File: src/rtl/motor_cmd_seq.sv
// motor_cmd_seq: direction-change sequencer (ramp-down, dead time, brake).
// Define MOTOR_CMD_RAMP_EN for prescaled duty ramping; else duty steps.
module motor_cmd_seq #(
  parameter int DUTY_W      = 8,
  parameter int DEAD_CYCLES = 1000,
  parameter int RAMP_DIV    = 100,
  parameter int RAMP_STEP   = 1
) (
  input  logic              clk,
  input  logic              rst_n,
  input  logic              cmd_valid,
  output logic              cmd_ready,
  input  logic [1:0]        cmd_dir,
  input  logic [DUTY_W-1:0] cmd_duty,
  input  logic              brake_req,
  output logic [1:0]        mode,
  output logic [DUTY_W-1:0] duty,
  output logic              busy
);

  typedef enum logic [1:0] {
    RUN, RAMPDN, DEAD, BRAKE
  } state_t;

  localparam int DW = $clog2(DEAD_CYCLES) + 1;

  state_t            state, state_d;
  logic [1:0]        cur_dir, cur_dir_d;
  logic [1:0]        nxt_dir, nxt_dir_d;
  logic [1:0]        mode_d;
  logic [DUTY_W-1:0] target, target_d;
  logic [DUTY_W-1:0] nxt_target, nxt_target_d;
  logic [DUTY_W-1:0] duty_d, eff_duty, ramp_duty;
  logic [DW-1:0]     dead_cnt, dead_cnt_d;
  logic              accept, rampdn_done;

  assign cmd_ready = (state == RUN) && !brake_req;
  assign busy      = (state != RUN);
  assign accept    = cmd_valid && cmd_ready;
  assign eff_duty  = (cmd_dir == 2'b00 || cmd_dir == 2'b11)
                   ? '0 : cmd_duty;

`ifdef MOTOR_CMD_RAMP_EN
  localparam int PW = $clog2(RAMP_DIV) + 1;

  logic [PW-1:0]     presc, presc_d;
  logic [DUTY_W-1:0] gap;
  logic              wrap, up;

  assign wrap = (presc == PW'(RAMP_DIV - 1));
  assign up   = (target > duty);
  assign gap  = up ? target - duty : duty - target;

  // Clamp the last step so duty lands exactly on target.
  always_comb begin
    ramp_duty = duty;
    if (wrap) begin
      if (32'(gap) <= 32'(RAMP_STEP))
        ramp_duty = target;
      else if (up)
        ramp_duty = duty + DUTY_W'(RAMP_STEP);
      else
        ramp_duty = duty - DUTY_W'(RAMP_STEP);
    end
  end

  assign rampdn_done = (duty == '0);
`else
  logic unused_cfg;

  assign unused_cfg  = ^{RAMP_DIV[0], RAMP_STEP[0]};
  assign ramp_duty   = target;
  assign rampdn_done = 1'b1;
`endif

  always_ff @(posedge clk or negedge rst_n) begin
    if (!rst_n) state <= RUN;
    else        state <= state_d;
  end

  always_comb begin
    state_d = state;
    unique case (state)
      RUN:
        if (accept && cmd_dir != cur_dir)
          state_d = RAMPDN;
      RAMPDN:
        if (rampdn_done) state_d = DEAD;
      DEAD:
        if (dead_cnt == '0) state_d = RUN;
      BRAKE:
        state_d = DEAD;
      default:
        state_d = RUN;
    endcase
    if (brake_req) state_d = BRAKE;
  end

  always_comb begin
    cur_dir_d    = cur_dir;
    nxt_dir_d    = nxt_dir;
    target_d     = target;
    nxt_target_d = nxt_target;
    dead_cnt_d   = dead_cnt;
    duty_d       = '0;
    mode_d       = 2'b00;
`ifdef MOTOR_CMD_RAMP_EN
    presc_d      = '0;
    if (state == RUN || state == RAMPDN)
      presc_d = wrap ? '0 : presc + PW'(1);
`endif
    unique case (state)
      RUN: begin
        duty_d = ramp_duty;
        if (accept) begin
          if (cmd_dir == cur_dir) begin
            target_d = eff_duty;
          end else begin
            nxt_dir_d    = cmd_dir;
            nxt_target_d = eff_duty;
            target_d     = '0;
          end
        end
      end
      RAMPDN: begin
`ifdef MOTOR_CMD_RAMP_EN
        duty_d = ramp_duty;
`endif
      end
      DEAD: begin
        if (dead_cnt != '0) begin
          dead_cnt_d = dead_cnt - DW'(1);
        end else begin
          cur_dir_d = nxt_dir;
          target_d  = nxt_target;
        end
      end
      BRAKE: begin
        nxt_dir_d    = 2'b00;
        nxt_target_d = '0;
      end
      default: ;
    endcase
    if (state_d == DEAD && state != DEAD)
      dead_cnt_d = DW'(DEAD_CYCLES - 1);
    // Brake wins over any command or transition in flight.
    if (brake_req) begin
      cur_dir_d    = cur_dir;
      nxt_dir_d    = 2'b00;
      nxt_target_d = '0;
      target_d     = '0;
      duty_d       = '0;
`ifdef MOTOR_CMD_RAMP_EN
      presc_d      = '0;
`endif
    end
    unique case (state_d)
      RUN, RAMPDN: mode_d = cur_dir_d;
      BRAKE:       mode_d = 2'b11;
      default:     mode_d = 2'b00;
    endcase
  end

  always_ff @(posedge clk or negedge rst_n) begin
    if (!rst_n) begin
      cur_dir    <= 2'b00;
      nxt_dir    <= 2'b00;
      target     <= '0;
      nxt_target <= '0;
      dead_cnt   <= '0;
      mode       <= 2'b00;
      duty       <= '0;
`ifdef MOTOR_CMD_RAMP_EN
      presc      <= '0;
`endif
    end else begin
      cur_dir    <= cur_dir_d;
      nxt_dir    <= nxt_dir_d;
      target     <= target_d;
      nxt_target <= nxt_target_d;
      dead_cnt   <= dead_cnt_d;
      mode       <= mode_d;
      duty       <= duty_d;
`ifdef MOTOR_CMD_RAMP_EN
      presc      <= presc_d;
`endif
    end
  end

endmodule

File: config.mk
export PLATFORM = sky130hd
export DESIGN_NAME = motor_cmd_seq
export DESIGN_NICKNAME = d
export VERILOG_FILES = /design/src/rtl/motor_cmd_seq.sv
export SDC_FILE = /design/constraint.sdc
export NUM_CORES = 1
export LEC_CHECK = 0
export ABC_AREA = 1
export BUFFER_PORTS_ARGS = -buffer_cell sky130_fd_sc_hd__buf_2
export CAP_MARGIN = 10
export CORE_AREA = 2 2 63 65
export CTS_CLUSTER_SIZE = 28
export DETAILED_ROUTE_END_ITERATION = 6
export DIE_AREA = 0 0 65 67
export HOLD_SLACK_MARGIN = 0.15
export PLACE_DENSITY = 0.87
export SLEW_MARGIN = 20
export SYNTH_ARGS = -nofsm -noshare
export SYNTH_HDL_FRONTEND = slang
export SYNTH_SLANG_ARGS = --single-unit
File: constraint.sdc
create_clock -name clk -period 4.8 [get_ports clk]
set_input_delay 1.2 -clock clk [delete_from_list [all_inputs] [get_ports clk]]
set_output_delay 1.2 -clock clk [all_outputs]
set_load 0.005 [all_outputs]
==> results of run 1 <==
## where the power goes
group          internal [W]  switching (W)
combinational     0.0000433      0.0000876
clock              0.000104       0.000135
sequential         0.000387      0.0000217
## metal layers
| layer | wire length, um | vias to the layer above | track usage [%] |
|---|---|---|---|
| li1 | - | 940 | - |
| met1 | 1890 | 829 | 29.4 |
| met2 | 1830 | 41 | 32.6 |
| met3 | 191 | 6 | 4.90 |
| met4 | 56 | 0 | 7.18 |
| met5 | 0 | - | 0 |
## worst max-delay path, cell delays in order
cell     delay, ps
buf_2          140
inv_2          190
nand2_4        130
inv_1          100
buf_2          110
## per-stage QoR
step / power [W] / cells / util [%] / hold slack [ps]
2_1_floorplan: 0.000510 / 283 / - / 449
3_3_place_gp: 0.000541 / 351 / 64.4 / 467
3_5_place_dp: 0.000545 / 351 / 64.4 / 467
4_1_cts: 0.000781 / 359 / 67.0 / 488
5_1_grt: 0.000823 / 359 / 67.0 / 509
6_report: 0.000778 / 359 / 67.0 / 490
## cell type report
cell class	instances	area (um2)	share of cell area, %
Clock inverter	3	23.8	0.984
Sequential cell	43	1080	44.6
Multi-Input combinational cell	196	912	37.8
Tap cell	48	60.1	2.49
Clock buffer	5	68.8	2.85
Inverter	39	149	6.17
Timing Repair Buffer	25	125	5.18
## kinds of logic after synthesis
logic type | share of synthesized area (%)
adder cells (fa/ha/maj) | 0.578
XOR/XNOR | 1.62
buffers and inverters | 8.15
AND/OR/NAND/NOR | 33.5
AO/OA/AOI/OAI | 6.42
flip-flops | 49.7
## placed cells by master, fill, tap and decap left out, drive strengths merged
master	Yosys	routed
nor2	37	37
nor3	1	1
clkinvlp	0	2
inv	39	40
clkbuf	2	5
nand3	20	20
nand4	9	9
ha	1	1
a21oi	3	3
o21ai	24	24
buf	3	25
dfrtp	43	43
nand2	97	97
xor2	4	4
## flip-flops by register name, summed over array words and instances (netlist names)
register and cells:
nxt_dir 2, cur_dir 2, mode 2, state 2
ramp_duty 8, nxt_target 8, duty 8, dead_cnt 11
## worst max path at each step
stage | startpoint | endpoint | slack (ps) | cells after the start
finish | brake_req | cmd_ready | 1730 | 5
global route | brake_req | cmd_ready | 1680 | 5
CTS | brake_req | cmd_ready | 1730 | 5
detailed placement | brake_req | cmd_ready | 1730 | 5
global placement | brake_req | cmd_ready | 1760 | 5
floorplan | brake_req | cmd_ready | 2160 | 3
==> impl_metrics.ini, run 1 <==
[timing]
fin_setup_tns_ps = 0
timing.final.crit_period_ps = 3070
hold_viol = 0
clock_skew_ps = 10.0
post-route-period-util_pct = 63.9
tightest_slew_ps = 933
worst_slack_ps = 1730
final_max_slew_viol_count = 0
fmax_mhz = 326
rsz0062_at_grt = no
slew_headroom_pct = 37.8
finalSetupViolations = 0

[logic_synthesis]
syn_nets = 298
syn_area_um2 = 2160
post_synth.cell_area_avg_um2 = 7.65
synth-edff-count = 0
ys_warn_count = 0
yosys_register_bits = 43
synth-main-ff-cell = dfrtp_1
syn_inst = 283
netlist.area_leader.share_pct = 49.7
async_flop_share_pct = 100
netlist-cell-type-count = 22
netlist_top_cells_area = dfrtp_1 50%, nand2_1 16%, nor2_1 5.5%, inv_1 5.0%, nand3_1 4.2%
yosys-top-cells-count = 92 x nand2_1, 43 x dfrtp_1, 32 x nor2_1
synth_area_leader_cell = dfrtp_1
yosysMostFrequentCell = nand2_1
synth_seq_area_share_pct = 49.7

[place]
io_buffers = 25
pre_cts_ws_ps = 1730
globalplace.congestion = 0.799
hpwl_um = 2810
placed_cell_area_um2 = 2320

[floorplan]
fp-row-count = 22
die-area_um2 = 4360
die_w_um = 65
initial_utilization_pct = 60.0
die_h_um = 67
pin_count = 26
core_um2 = 3610

[detailed_routing]
drc_errors = 0
wl_per_cell_um = 11.0
drt_iter0_markers = 114
vias_per_cell = 5.06
via_count = 1816
first_pass_iters = 4
final_antenna_net_count = 0
wl_um = 3960

[critical_path]
crit_fanout = 13
worstSetupEndpointType = output port
crit_path_start_kind = primary input
crit_type = primary input to output port
cp.arrival_ps = 1870
worstPathRequired_ps = 3600
r2r-end = nxt_target[4]$_DFFE_PN0P_
r2r_slack_ps = 2860
r2r_cells = 5
r2r-start = state[1]$_DFF_PN0_

[min_path]
hold_end = ramp_duty[5]$_DFFE_PN0P_
min_path_cells = 2
hold_path_class = flop to flop
min_from = ramp_duty[5]$_DFFE_PN0P_

[run]
drv_cap = 0

[power]
p_per_area_nw_per_um2 = 322
p_leak_nw = 1.21
peakVddDrop_v = 0.000223

[clock_network]
cts_max_level = 2
cts_resized = 0
cts_setup_buffers = 0
cts_buffers = 5
clock-sinks = 43
worstSkewPairLatency_ps = 310
clockBufferDepth = 2
ctsHoldBuffers = 0
cts_tree = yes
cts-root-buf = clkbuf_8
path_clk_slew_ps = 80

[finish]
synthToLayoutAreaGrowth_pct = 11.6
drive_gt1_share_pct = 18.3
finalInstanceArea_um2 = 2410
fillers = 314
insertedDiodeCount = 0
nets = 325

[grt]
grt_usage_pct = 21.1
grt_antenna_before_repair = 0
grt_pass1_vias = 1588
grt_max_degree = 44
grt_pass1_wl_um = 7010
gr-total-overflow = 0

[status]
outcome = finished, final reports clean
Note: power is estimated with default switching activity, not from simulation.
==> run 2, diff against run 1 <==
--- a/config.mk
+++ b/config.mk
@@ -5,7 +5,7 @@
 export SDC_FILE = /design/constraint.sdc
 export NUM_CORES = 1
 export LEC_CHECK = 0
-export ABC_AREA = 1
+export ABC_AREA = 0
 export BUFFER_PORTS_ARGS = -buffer_cell sky130_fd_sc_hd__buf_2
 export CAP_MARGIN = 10
 export CORE_AREA = 2 2 63 65
@@ -13,7 +13,7 @@
 export DETAILED_ROUTE_END_ITERATION = 6
 export DIE_AREA = 0 0 65 67
 export HOLD_SLACK_MARGIN = 0.15
-export PLACE_DENSITY = 0.87
+export PLACE_DENSITY = 0.81
 export SLEW_MARGIN = 20
 export SYNTH_ARGS = -nofsm -noshare
 export SYNTH_HDL_FRONTEND = slang
==> constraint.sdc (replaced) <==
create_clock -name clk -period 2.85 [get_ports clk]
set_input_delay 0.7125 -clock clk [delete_from_list [all_inputs] [get_ports clk]]
set_output_delay 0.7125 -clock clk [all_outputs]
set_load 0.005 [all_outputs]
==> run 2 against run 1 <==
  * Count of clock-buffer cells in the layout is the same
  * Clock power grew 93%
  * Synthesized area shrank 9.0%
  * Synthesized cell count shrank 38%
  * Core utilization shrank 4.4 points
  * Power grew 61%
  * Register-to-register slack lost 2400 ps
  * Die area is the same
  * Non-clock buffer count grew 1
  * Design area shrank 6.6%
==> impl_metrics.ini, run 2 <==
[logic_synthesis]
syn_inst = 176
ys_warn_count = 0
post_synth.cell_area_avg_um2 = 11.2
synth_area_leader_cell = dfrtp_1
synthMuxAreaShare_pct = 6.73
synth_top_family_by_area = simple AND/OR/NAND/NOR gates
yosys_register_bits = 43
yosysMostFrequentCell = dfrtp_1
syn_area_um2 = 1970
synth-compound-area-share_pct = 16.3
synth_fa_ha_area_share_pct = 0.635
synth_seq_area_share_pct = 54.6
synth-main-ff-cell = dfrtp_1
netlist_top_cells_area = dfrtp_1 55%, a22o_1 7.1%, mux2i_1 5.6%, and2_1 2.9%, inv_1 2.5%
netlist.area_leader.share_pct = 54.6
netlist-cell-type-count = 42
yosys-top-cells-count = 43 x dfrtp_1, 16 x a22o_1, 13 x inv_1, 13 x nand2_1, 11 x mux2i_1
synth_xor_area_share_pct = 1.33
synth-edff-count = 0
async_flop_share_pct = 100
syn_nets = 191
synthSimpleGateAreaFrac_pct = 17.0

[timing]
post-route-period-util_pct = 84.2
timing.final.crit_period_ps = 2400
rsz0062_at_grt = no
clock_skew_ps = 4.24
tightest_slew_ps = 914
final_max_slew_viol_count = 0
fin_setup_tns_ps = 0
fmax_mhz = 417
slew_headroom_pct = 39.1
hold_viol = 0
whs_ps = 489
finalSetupViolations = 0

[place]
hpwl_um = 2770
io_buffers = 25
globalplace.congestion = 0.890
placed_cell_area_um2 = 2140

[finish]
finalInstanceArea_um2 = 2260
final_common_cell = dfrtp_1
synthToLayoutAreaGrowth_pct = 14.5
largest_register_ffs = 11
insertedDiodeCount = 0
nets = 219
post-route-util_pct = 62.6
final_cell_mix = 43 x dfrtp_1, 25 x buf_2, 16 x a22o_1
drive_gt1_share_pct = 20.0
largest-register = dead_cnt

[grt]
grt_max_degree = 44
grt_pass1_vias = 1410
gr-total-overflow = 0
grt_pass1_wl_um = 6480
grt_usage_pct = 19.7
grt_antenna_before_repair = 0

[clock_network]
cts_setup_buffers = 0
cts-root-buf = clkbuf_8
cts_buffers = 5
clock-sinks = 43
clockBufferDepth = 2
path_clk_slew_ps = 80
cts_max_level = 2
cts_tree = yes
worstSkewPairLatency_ps = 290
cts_resized = 0
ctsHoldBuffers = 0

[detailed_routing]
via_count = 1452
wl_um = 3760
vias_per_cell = 5.74
final_antenna_net_count = 0
wl_per_cell_um = 14.8
drt_iter0_markers = 69
first_pass_iters = 4
drc_errors = 0

[floorplan]
fp-row-count = 22
die-area_um2 = 4360
die_h_um = 67
pin_count = 26
initial_utilization_pct = 54.6
die_w_um = 65
core_um2 = 3610

[critical_path]
cp.arrival_ps = 2570
crit_path_start_kind = flop
crit_fanout = 15
crit_type = flop to flop
worstPathRequired_ps = 3020
worstSetupEndpointType = flop

[min_path]
hold_path_class = flop to flop

[power]
peakVddDrop_v = 0.000403
p_per_area_nw_per_um2 = 555
p_leak_nw = 1.08

[run]
drv_cap = 0

[status]
outcome = finished, final reports clean
## run 2: changes by cell type in the layout (fill, tap and decap cells not counted), moves of 11 or more
cell / delta
nand2_1: -79
nor2_1: -27
o21ai_1: -17
a22o_1: +16
inv_1: -16
nand3_1: -16
mux2i_1: +11
## run 2: path summary, 6_finish.rpt
kind                                                from                       to  slack [ps]  cells past startpoint
worst max register to register   dead_cnt[0]$_DFFE_PN0P_  dead_cnt[9]$_DFFE_PN0P_         450                      6
worst max-delay path             dead_cnt[0]$_DFFE_PN0P_  dead_cnt[9]$_DFFE_PN0P_         450                      6
worst min-delay path            ramp_duty[7]$_DFFE_PN0P_        duty[7]$_DFF_PN0_         490                      1
max in group asynchronous                          rst_n  dead_cnt[1]$_DFFE_PN0P_        1730                      1
min in group asynchronous                          rst_n  dead_cnt[4]$_DFFE_PN0P_         540                      1
worst min register to register  ramp_duty[7]$_DFFE_PN0P_        duty[7]$_DFF_PN0_         490                      1
## run 2: critical path, cell delays in order, from the launching register on
cell and delay [ps]:
dfrtp_1 430, inv_1 90, ha_1 280, or4b_4 530
o31a_1 420, and3_1 230, or3_1 290
## run 2: cell families after synthesis
| group | after synthesis |
|---|---|
| adders and majority gates | 1 |
| DFF | 43 |
| AOI/OAI and AO/OA | 41 |
| xor gates and xnor gates | 3 |
| and+or+nand+nor | 57 |
| muxes | 13 |
| buffers and inverters | 18 |
## run 2: final cells by class
type / count / area, um2
Fill cell: 306 / 1350
Sequential cell: 43 / 1080
Multi-Input combinational cell: 115 / 826
Timing Repair Buffer: 26 / 133
Clock buffer: 5 / 68.8
Tap cell: 48 / 60.1
Inverter: 13 / 48.8
Clock inverter: 3 / 43.8
## run 2: layer usage
metal / part of all wire [%] / global-route usage (%) / vias up / routed length [um]
met5: 0 / 0 / - / 0
met4: 0.99 / 4.79 / 0 / 37
met3: 5.2 / 5.24 / 6 / 195
met2: 49 / 32.1 / 39 / 1850
met1: 44 / 26.4 / 707 / 1670
li1: - / - / 700 / -
## run 2: per-stage QoR
step | setup slack, ps | std cells | power [W]
3_3_place_gp | 570 | 245 | 0.000790
6_report | 451 | 253 | 0.00125
4_1_cts | 465 | 253 | 0.00126
3_5_place_dp | 487 | 245 | 0.000802
2_1_floorplan | 742 | 176 | 0.000751
5_1_grt | 326 | 253 | 0.00131
## run 2: report_power, final
group / switching [W] / leakage (nW) / internal (W) / total, W
clock network: 0.000200 / 0.0581 / 0.000261 / 0.000461
logic: 0.0000773 / 0.471 / 0.0000485 / 0.000126
registers: 0.0000303 / 0.549 / 0.000635 / 0.000665
==> run 3, diff against run 2 <==
--- a/config.mk
+++ b/config.mk
@@ -8,12 +8,12 @@
 export ABC_AREA = 0
 export BUFFER_PORTS_ARGS = -buffer_cell sky130_fd_sc_hd__buf_2
 export CAP_MARGIN = 10
-export CORE_AREA = 2 2 63 65
+export CORE_AREA = 2 2 66 68
 export CTS_CLUSTER_SIZE = 28
 export DETAILED_ROUTE_END_ITERATION = 6
-export DIE_AREA = 0 0 65 67
+export DIE_AREA = 0 0 68 70
 export HOLD_SLACK_MARGIN = 0.15
-export PLACE_DENSITY = 0.81
+export PLACE_DENSITY = 0.78
 export SLEW_MARGIN = 20
 export SYNTH_ARGS = -nofsm -noshare
 export SYNTH_HDL_FRONTEND = slang
==> constraint.sdc (replaced) <==
create_clock -name clk -period 2.2 [get_ports clk]
set_input_delay 0.55 -clock clk [delete_from_list [all_inputs] [get_ports clk]]
set_output_delay 0.55 -clock clk [all_outputs]
set_load 0.005 [all_outputs]
==> run 3 against run 2 <==
  * Sequential power rose by 29%
  * Design area rose by 3.1%
  * Hold slack got worse by 180 ps
  * Largest cell class unchanged
  * Via count fell by 0.62%
  * Setup slack got worse by 320 ps
  * Die area rose by 9.3%
  * Combinational power rose by 49%
==> impl_metrics.ini, run 3 (synthesis results as in run 2) <==
[status]
outcome = finished, final reports clean

[clock_network]
cts-root-buf = clkbuf_8
path_clk_slew_ps = 80
clock-sinks = 43
cts_max_level = 2
clockBufferDepth = 2
ctsHoldBuffers = 0
worstSkewPairLatency_ps = 290
cts_tree = yes
cts_buffers = 5

[detailed_routing]
final_antenna_net_count = 0
drc_errors = 0
drt_iter0_markers = 71
wl_per_cell_um = 13.8
wl_um = 3670
via_count = 1443
first_pass_iters = 4
vias_per_cell = 5.42

[floorplan]
fp-row-count = 24
core_um2 = 4140
initial_utilization_pct = 47.6
die_w_um = 68
die-area_um2 = 4760
die_h_um = 70
pin_count = 26

[power]
p_leak_nw = 1.12
p_per_area_nw_per_um2 = 659
peakVddDrop_v = 0.000335

[critical_path]
path_cells = or2_2 > nor2_2 > buf_2
cp_slowest_cell = dfrtp_1
slowest_delay_ps = 450
cp.arrival_ps = 1520
crit_fanout = 9
worstSetupEndpointType = output port
worstPathRequired_ps = 1650
crit_type = flop to output port
path_buf_inv = 1
crit_path_start_kind = flop
critical_path.top_delay_family = simple AND/OR/NAND/NOR gates

[grt]
grt_pass1_wl_um = 6370
grt_pass1_vias = 1374
gr-total-overflow = 0
grt_antenna_before_repair = 0
grt_max_degree = 44
grt_usage_pct = 17.7

[min_path]
hold_path_class = primary input to asynchronous set/reset pin

[finish]
final_cell_mix = 43 x dfrtp_1, 25 x buf_2, 16 x a22o_1
insertedDiodeCount = 0
finalInstanceArea_um2 = 2320
largest-register = dead_cnt
final_common_cell = dfrtp_1
largest_register_ffs = 11
nets = 228
drive_gt1_share_pct = 24.3
final_cells = 266
synthToLayoutAreaGrowth_pct = 18.0

[timing]
rsz0062_at_grt = no
slew_headroom_pct = 62.3
worst_slack_ps = 135
final_max_slew_viol_count = 0
timing.final.crit_period_ps = 2070
finalSetupViolations = 0
clock_skew_ps = 1.90
tightest_slew_ps = 558
fin_setup_tns_ps = 0
fmax_mhz = 484
hold_viol = 0
post-route-period-util_pct = 93.9

[run]
drv_cap = 0

[place]
globalplace.congestion = 0.793
io_buffers = 25
hpwl_um = 2590
post-place-cells = 257
placed_cell_area_um2 = 2210
pre_cts_ws_ps = 87.2
[run 3: cell types whose count changed in the layout (fill, tap and decap cells not counted), sizes merged]
cell and delta:
buf +9, bufinv -1, clkbuf +1, clkinv -1
clkinvlp +1
[run 3: power breakdown]
group	switching (W)	total, W	internal [W]
Clock	0.000260	0.000482	0.000222
Combinational	0.000108	0.000188	0.0000806
Sequential	0.0000383	0.000861	0.000823
Total	0.000407	0.00153	0.00112
[run 3: layer usage]
metal | share of wire [%] | wire (um) | global-route usage (%) | vias up
li1 | - | - | - | 716
met1 | 45 | 1650 | 24.9 | 688
met4 | 2.0 | 74 | 6.67 | 0
met3 | 3.7 | 137 | 4.35 | 5
met2 | 49 | 1800 | 26.4 | 34
met5 | 0 | 0 | 0 | -
[run 3: worst register-to-register path, stage by stage, from the launching register on]
cell and delay (ps):
dfrtp_1 410, inv_1 70, ha_1 150, or4b_4 510, nor4_4 270, mux2_2 380, a21o_1 170
[run 3: path summary, 6_finish.rpt]
path / startpoint / to / slack [ps] / cells after the start
max: state[0]$_DFF_PN0_ / cmd_ready / 130 / 3
max reg2reg: dead_cnt[1]$_DFFE_PN0P_ / mode[1]$_DFF_PN0_ / 150 / 6
min in group clk: ramp_duty[0]$_DFFE_PN0P_ / duty[0]$_DFF_PN0_ / 490 / 1
min reg2reg: ramp_duty[0]$_DFFE_PN0P_ / duty[0]$_DFF_PN0_ / 490 / 1
max in group asynchronous: rst_n / nxt_target[5]$_DFFE_PN0P_ / 1540 / 2
min: rst_n / dead_cnt[5]$_DFFE_PN0P_ / 310 / 2
[run 3: metrics by stage]
| step | util [%] | hold slack, ps | power, W |
|---|---|---|---|
| finish | 56.1 | 308 | 0.00153 |
| floorplan | - | 254 | 0.000972 |
| global placement | 53.3 | 474 | 0.00105 |
| detailed placement | 53.3 | 474 | 0.00106 |
| CTS | 55.4 | 325 | 0.00154 |
| global route | 56.1 | 363 | 0.00160 |
[run 3: timing repair]
item / CTS / global route
gates resized for setup: 1 / 3
setup buffers: 0 / 1
endpoints found under the setup margin: 1 / 11
pin swaps: 0 / 0
[run 3: final cells by class]
| cell class | instances | area (um2) |
|---|---|---|
| clock buffer | 6 | 72.6 |
| multi-input combinational | 115 | 850 |
| fill | 355 | 1820 |
| tap | 52 | 65.1 |
| clock inverter | 2 | 12.5 |
| sequential | 43 | 1080 |
| timing repair buffer | 35 | 200 |
| inverter | 13 | 48.8 |
